[config.mk]
export PLATFORM = sky130hd
export DESIGN_NAME = fp_addsub_compare_buffered
export DESIGN_NICKNAME = d
export VERILOG_FILES = /design/src/rtl/fp_addsub_compare_buffered.sv
export SDC_FILE = /design/constraint.sdc
export NUM_CORES = 1
export LEC_CHECK = 0
export ABC_AREA = 1
export CORE_MARGIN = 8
export CORE_UTILIZATION = 45
export CTS_CLUSTER_DIAMETER = 150
export DETAILED_ROUTE_END_ITERATION = 12
export SLEW_MARGIN = 40
export SYNTH_ARGS = -nofsm -noshare
export SYNTH_HDL_FRONTEND = slang
export SYNTH_SLANG_ARGS = --single-unit
[constraint.sdc]
create_clock -name clk -period 5.7 [get_ports clk]
set_input_delay 0.855 -clock clk [delete_from_list [all_inputs] [get_ports clk]]
set_output_delay 0.855 -clock clk [all_outputs]
set_load 0.05 [all_outputs]
[src/rtl/fp_addsub_compare_buffered.sv]
`default_nettype none
// ============================================================================
// Module   : fp_addsub_compare_buffered
// Purpose  : Digit-serial modular add/subtract unit for the Fp datapath.
//            Operands a, b and a constant c (normally 2p) arrive LSD first,
//            one RADIX-bit digit per valid beat. The unit forms a+/-b (S)
//            and the corrected candidate (T = S-c for add, S+c for sub) in
//            parallel, buffers both, then streams the reduced result.
// Ports    : clk, rst                    - clock, synchronous active-high reset
//            start, mode, carry_in       - operation launch (mode 0 add, 1 sub)
//            digit_in_valid, digit_a/b/const - operand digit stream
//            digit_out_valid, digit_res  - result digit stream
//            a_plus_b_bigger_than_const  - correction applied flag
//            carry_out                   - final carry/borrow of a+/-b
//            done                        - pulse after the last output digit
// Revision : 1.0 - initial release
// ============================================================================
module fp_addsub_compare_buffered #(
    parameter int RADIX  = 32,
    parameter int DIGITS = 14
) (
    input  logic             clk,
    input  logic             rst,
    input  logic             start,
    input  logic             mode,
    input  logic             carry_in,
    input  logic             digit_in_valid,
    input  logic [RADIX-1:0] digit_a,
    input  logic [RADIX-1:0] digit_b,
    input  logic [RADIX-1:0] digit_const,
    output logic             digit_out_valid,
    output logic [RADIX-1:0] digit_res,
    output logic             a_plus_b_bigger_than_const,
    output logic             carry_out,
    output logic             done
);

    // Counter spans 0..DIGITS (DIGITS marks "all output digits issued");
    // buffer index uses only the low bits.
    localparam int c_CNT_W = $clog2(DIGITS + 1);
    localparam int c_IDX_W = (DIGITS > 1) ? $clog2(DIGITS) : 1;
    localparam logic [c_CNT_W-1:0] c_CNT_LAST_IN = c_CNT_W'(DIGITS - 1);
    localparam logic [c_CNT_W-1:0] c_CNT_END     = c_CNT_W'(DIGITS);
    localparam logic [c_CNT_W-1:0] c_CNT_ONE     = c_CNT_W'(1);
    localparam logic [c_IDX_W-1:0] c_IDX_ZERO    = '0;

    typedef enum logic [1:0] {
        S_IDLE   = 2'd0,
        S_LOAD   = 2'd1,
        S_SELECT = 2'd2,
        S_OUT    = 2'd3
    } state_t;

    state_t r_state;
    state_t w_state_next;

    logic               r_mode;
    logic               r_chain1;     // stage-1 carry (add) / borrow (sub)
    logic               r_chain2;     // stage-2 borrow (add) / carry (sub)
    logic [c_CNT_W-1:0] r_cnt;
    logic               r_use_t;
    logic               r_flag;
    logic               r_carry_out;
    logic [RADIX-1:0]   r_dout;
    logic               r_dout_valid;
    logic               r_done;

    logic [RADIX-1:0]   r_buf_s [DIGITS];
    logic [RADIX-1:0]   r_buf_t [DIGITS];

    logic [RADIX:0]     w_s1;
    logic [RADIX-1:0]   w_s;
    logic [RADIX:0]     w_t2;
    logic               w_flag;
    logic               w_accept;
    logic [c_IDX_W-1:0] w_idx;

    assign w_accept = (r_state == S_LOAD) && digit_in_valid;
    assign w_idx    = r_cnt[c_IDX_W-1:0];

    // Both stages use one extra bit: the MSB is the carry (sum) or the
    // borrow (difference, negative result in two's complement).
    always_comb begin
        w_s1 = '0;
        w_t2 = '0;
        if (!r_mode) begin
            w_s1 = {1'b0, digit_a} + {1'b0, digit_b} + {{RADIX{1'b0}}, r_chain1};
        end else begin
            w_s1 = {1'b0, digit_a} - {1'b0, digit_b} - {{RADIX{1'b0}}, r_chain1};
        end
        w_s = w_s1[RADIX-1:0];
        if (!r_mode) begin
            w_t2 = {1'b0, w_s} - {1'b0, digit_const} - {{RADIX{1'b0}}, r_chain2};
        end else begin
            w_t2 = {1'b0, w_s} + {1'b0, digit_const} + {{RADIX{1'b0}}, r_chain2};
        end
    end

    // Add: a+b >= c when the sum overflowed or S-c did not borrow.
    // Sub: correction whenever a-b borrowed.
    assign w_flag = r_mode ? r_chain1 : (r_chain1 | ~r_chain2);

    always_comb begin
        w_state_next = r_state;
        case (r_state)
            S_IDLE:   if (start) w_state_next = S_LOAD;
            S_LOAD:   if (w_accept && (r_cnt == c_CNT_LAST_IN)) w_state_next = S_SELECT;
            S_SELECT: w_state_next = S_OUT;
            S_OUT:    if (r_cnt == c_CNT_END) w_state_next = S_IDLE;
            default:  w_state_next = S_IDLE;
        endcase
    end

    always_ff @(posedge clk) begin
        if (rst) begin
            r_state <= S_IDLE;
        end else begin
            r_state <= w_state_next;
        end
    end

    // Digit buffers carry no reset; every entry is rewritten before it is read.
    always_ff @(posedge clk) begin
        if (w_accept) begin
            r_buf_s[w_idx] <= w_s;
            r_buf_t[w_idx] <= w_t2[RADIX-1:0];
        end
    end

    always_ff @(posedge clk) begin
        if (rst) begin
            r_mode       <= 1'b0;
            r_chain1     <= 1'b0;
            r_chain2     <= 1'b0;
            r_cnt        <= '0;
            r_use_t      <= 1'b0;
            r_flag       <= 1'b0;
            r_carry_out  <= 1'b0;
            r_dout       <= '0;
            r_dout_valid <= 1'b0;
            r_done       <= 1'b0;
        end else begin
            r_done <= 1'b0;
            case (r_state)
                S_IDLE: begin
                    if (start) begin
                        r_mode      <= mode;
                        r_chain1    <= carry_in;
                        r_chain2    <= 1'b0;
                        r_cnt       <= '0;
                        r_flag      <= 1'b0;
                        r_carry_out <= 1'b0;
                    end
                end
                S_LOAD: begin
                    if (w_accept) begin
                        r_chain1 <= w_s1[RADIX];
                        r_chain2 <= w_t2[RADIX];
                        r_cnt    <= r_cnt + c_CNT_ONE;
                    end
                end
                S_SELECT: begin
                    // Digit 0 is issued here so output starts the next cycle.
                    r_flag       <= w_flag;
                    r_carry_out  <= r_chain1;
                    r_use_t      <= w_flag;
                    r_dout       <= w_flag ? r_buf_t[c_IDX_ZERO] : r_buf_s[c_IDX_ZERO];
                    r_dout_valid <= 1'b1;
                    r_cnt        <= c_CNT_ONE;
                end
                S_OUT: begin
                    if (r_cnt == c_CNT_END) begin
                        r_dout_valid <= 1'b0;
                        r_done       <= 1'b1;
                        r_cnt        <= '0;
                    end else begin
                        r_dout <= r_use_t ? r_buf_t[w_idx] : r_buf_s[w_idx];
                        r_cnt  <= r_cnt + c_CNT_ONE;
                    end
                end
                default: ;
            endcase
        end
    end

    assign digit_out_valid            = r_dout_valid;
    assign digit_res                  = r_dout;
    assign a_plus_b_bigger_than_const = r_flag;
    assign carry_out                  = r_carry_out;
    assign done                       = r_done;

endmodule
`default_nettype wire

==> results.sh <==
export IMPL_outcome="finished, final reports clean"
export IMPL_cts_tree="done"
export IMPL_grt_pass1_wl_microns=239300
export IMPL_fin_setup_tns_ns=0
export IMPL_post_synth_top_count_cell="nand2_1"
export IMPL_path_clk_slew_ns=0.06
export IMPL_max_freq_mhz=185.8
export IMPL_synth_top_cell_area_share_pct=56.28
export IMPL_period_needed_ns=5.381
export IMPL_rsz0062_at_grt="false"
export IMPL_p_per_area_nw_per_um2=470.5
export IMPL_die_area_sq_um=116900
export IMPL_grtUsageTotal_pct=27.05
export IMPL_cp_start_kind="primary input"
export IMPL_power_frac_seq_pct=35.7
export IMPL_design_core_area_sq_um=105300
export IMPL_setup_slack_ns=0.3189
export IMPL_synth_ff_type="edfxtp_1"
export IMPL_p_switching_mw=10.14
export IMPL_drt_iter0_drc=3942
export IMPL_hold_buffers=0
export IMPL_hp_class="reg2reg"
export IMPL_ant_nets=0
export IMPL_rows=119
export IMPL_grt_antenna_before_repair=0
export IMPL_p_total_mw=26.88
export IMPL_swShare_pct=37.73
export IMPL_cts_setup_buffers=0
export IMPL_synth_area_sq_um=47810
export IMPL_root_buffer="clkbuf_16"
export IMPL_crit_family="adder cells"
export IMPL_post_place_cells=6751
export IMPL_path_common_cell="nand2_1"
export IMPL_syn_nets=5262
export IMPL_grt_max_degree=149
export IMPL_p_leak_nw=22.32
export IMPL_max_stage_delay_ns=0.53
export IMPL_cts_inserted_buffers=95
export IMPL_vias_per_cell=5.627
export IMPL_place_ws_ns=-0.3753
export IMPL_post_route_drc_count=0
export IMPL_pwr_share_comb_pct=41.1
export IMPL_drt_first_pass_iters=6
export IMPL_fin_worst_skew_ns=0.03798
export IMPL_fin_crit_sh_pct=94.41
export IMPL_fp_dieW_microns=341.9
export IMPL_layout_nets=5759
export IMPL_clkPwrFrac_pct=23.3
export IMPL_crit_required_ns=6.12
export IMPL_gr_total_overflow=0
export IMPL_yosysTopAreaCell="edfxtp_1"
export IMPL_cap_viol_max_count=0
export IMPL_synth_edff_count=896
export IMPL_fin_cells=6930
export IMPL_n_antenna_cell=0
export IMPL_yosysSeqAreaShare_pct=58.37
export IMPL_wire_per_inst_microns=23.61
export IMPL_synth_area_leaders="edfxtp_1 (56%), nand2_1 (8.6%), o21ai_0 (5.3%), ha_1 (5.0%), nand3_1 (4.4%)"
export IMPL_netlist_top_cells_count="nand2_1 (1098), edfxtp_1 (896), nor2_1 (551), o21ai_0 (504), nand3_1 (416)"
export IMPL_worstMarginPinSlew_ns=0.9208
export IMPL_layout_drive_gt1_share_pct=12.62
export IMPL_dieHeight_microns=341.9
export IMPL_p_int_mw=16.74
export IMPL_hpwl_microns=106900
export IMPL_hold_viol=0
export IMPL_ir_drop_mv=0.3301
export IMPL_routed_via_count=38990
export IMPL_yosysUniqueCellTypes=54
export IMPL_routed_wl_microns=163600
export IMPL_cts_sinks=946
export IMPL_portBuffers=137
export IMPL_worst_path_buf_inv=4
export IMPL_worstPathArrival_ns=5.80
export IMPL_io_pins=138
export IMPL_grt_pass1_vias=37010
export IMPL_insertion_delay_ns=0.70
export IMPL_start_util_pct=45.41
export IMPL_ys_warn_count=0
export IMPL_synth_cells=4960
export IMPL_area_growth_pct=19.52
export IMPL_async_flop_share_pct=0
export IMPL_relSlewSlack_pct=38.61
export IMPL_avgSynthCellArea_sq_um=9.639
export IMPL_ys_ff_latch=946
export IMPL_critical_path_max_fanout=14
export IMPL_cpMaxStageDelayCell="clkdlybuf4s50_1"
export IMPL_fillers=9325
export IMPL_slew_violations=0
export IMPL_end_kind="flop"
export IMPL_worstSetupPathType="in2reg"
export IMPL_place_gp_congestion=1.001
export IMPL_htree_num_levels=3
export IMPL_setup_violations=0
export IMPL_clockBufferDepth=3
placed cells by master (no fill, tap or decap), types with 7 or more instances in the layout:
| cell type | instances |
|---|---|
| nand2_1 | 1094 |
| edfxtp_1 | 896 |
| nor2_1 | 537 |
| o21ai_0 | 502 |
| buf_4 | 449 |
| nand3_1 | 416 |
| inv_1 | 352 |
| a21oi_1 | 247 |
| ha_1 | 191 |
| clkdlybuf4s50_1 | 137 |
| o22ai_1 | 102 |
| clkbuf_16 | 96 |
| o21ai_1 | 63 |
| dfxtp_1 | 44 |
| nor3_1 | 38 |
| buf_12 | 38 |
| o21bai_1 | 30 |
| o211ai_1 | 27 |
| clkbuf_1 | 25 |
| a31oi_1 | 20 |
| clkinv_2 | 18 |
| xor2_1 | 18 |
| nand4_1 | 16 |
| nor2_4 | 15 |
| clkinv_1 | 14 |
| a21o_1 | 13 |
| nand3b_1 | 13 |
| clkbuf_8 | 11 |
| o21a_1 | 9 |
| a21oi_2 | 8 |
| fa_1 | 8 |
| inv_2 | 7 |
logic make-up (layout without fill, tap and decap cells):
group / count (synthesis) / in the layout / share of synthesized area, %
AND/OR/NAND/NOR: 2149 / 2149 / 18.36
buffers and inverters: 594 / 1173 / 5.520
adder cells (fa/ha/maj): 200 / 200 / 5.360
XOR/XNOR: 21 / 21 / 0.3847
AO/OA/AOI/OAI: 1049 / 1049 / 11.98
flip-flops: 946 / 946 / 58.37
multiplexers: 1 / 1 / 0.02355
worst min-delay path: cells and delay by family, from the launching register on:
family,cells,cell delay [ns]
DFF,1,0.31
and+or+nand+nor,1,0.06
AOI/OAI and AO/OA,1,0.05
routing by layer:
metal	track usage, %	share of wire, %	wire length [microns]
met1	37.34	43	70420
met2	44.20	47	76200
met3	3.328	6.8	11160
met4	9.242	3.6	5831
met5	0	0	0
final timing paths:
| kind | start | endpoint | slack [ns] | cells past startpoint |
|---|---|---|---|---|
| setup reg to reg | r_chain1 | r_buf_t[3][31] | 0.66 | 26 |
| hold / removal | carry_out | carry_out | 0.47 | 2 |
| setup / recovery | digit_b[0] | r_buf_t[3][31] | 0.32 | 27 |
| hold reg to reg | carry_out | carry_out | 0.47 | 2 |
power groups by stage:
stage	registers (mW)	clock network (mW)	logic (mW)
CTS	9.59	6.33	10.9
detailed placement	9.73	0	10.9
floorplan	9.97	0	5.40
finish	9.59	6.25	11.0
global route	9.61	6.58	11.9
global placement	9.77	0	10.8
registers in the layout, summed over array words and instances (netlist names), named ones only:
register / flops
r_chain2: 1
carry_out: 1
r_buf_t: 448
r_chain1: 1
done: 1
r_cnt: 4
r_mode: 1
digit_out_valid: 1
a_plus_b_bigger_than_const: 1
r_buf_s: 448
r_state: 2
r_use_t: 1
digit_res: 32
what timing repair did:
item	4_1_cts	5_1_grt
resized for setup	0	7
setup endpoints to repair	0	74
endpoints found under the hold margin	0	0
stage by stage:
stage	util, %	area (sq um)	hold slack [ns]
floorplan	-	47810	0.4795
global placement	51.21	53900	0.4571
detailed placement	51.28	53980	0.4604
CTS	54.26	57120	0.4714
global route	54.28	57140	0.5106
finish	54.28	57140	0.4673
area by class of cell:
class	instances	area [sq um]	share of cell area [%]
flip-flops and latches	946	27920	48.87
multi-input cells	3420	17390	30.44
repair buffers	628	5549	9.712
clock buffers	132	2648	4.634
well taps	1391	1740	3.046
inverters	366	1400	2.450
clock inverters	47	485.5	0.8496
(Power assumes the default switching activity.)
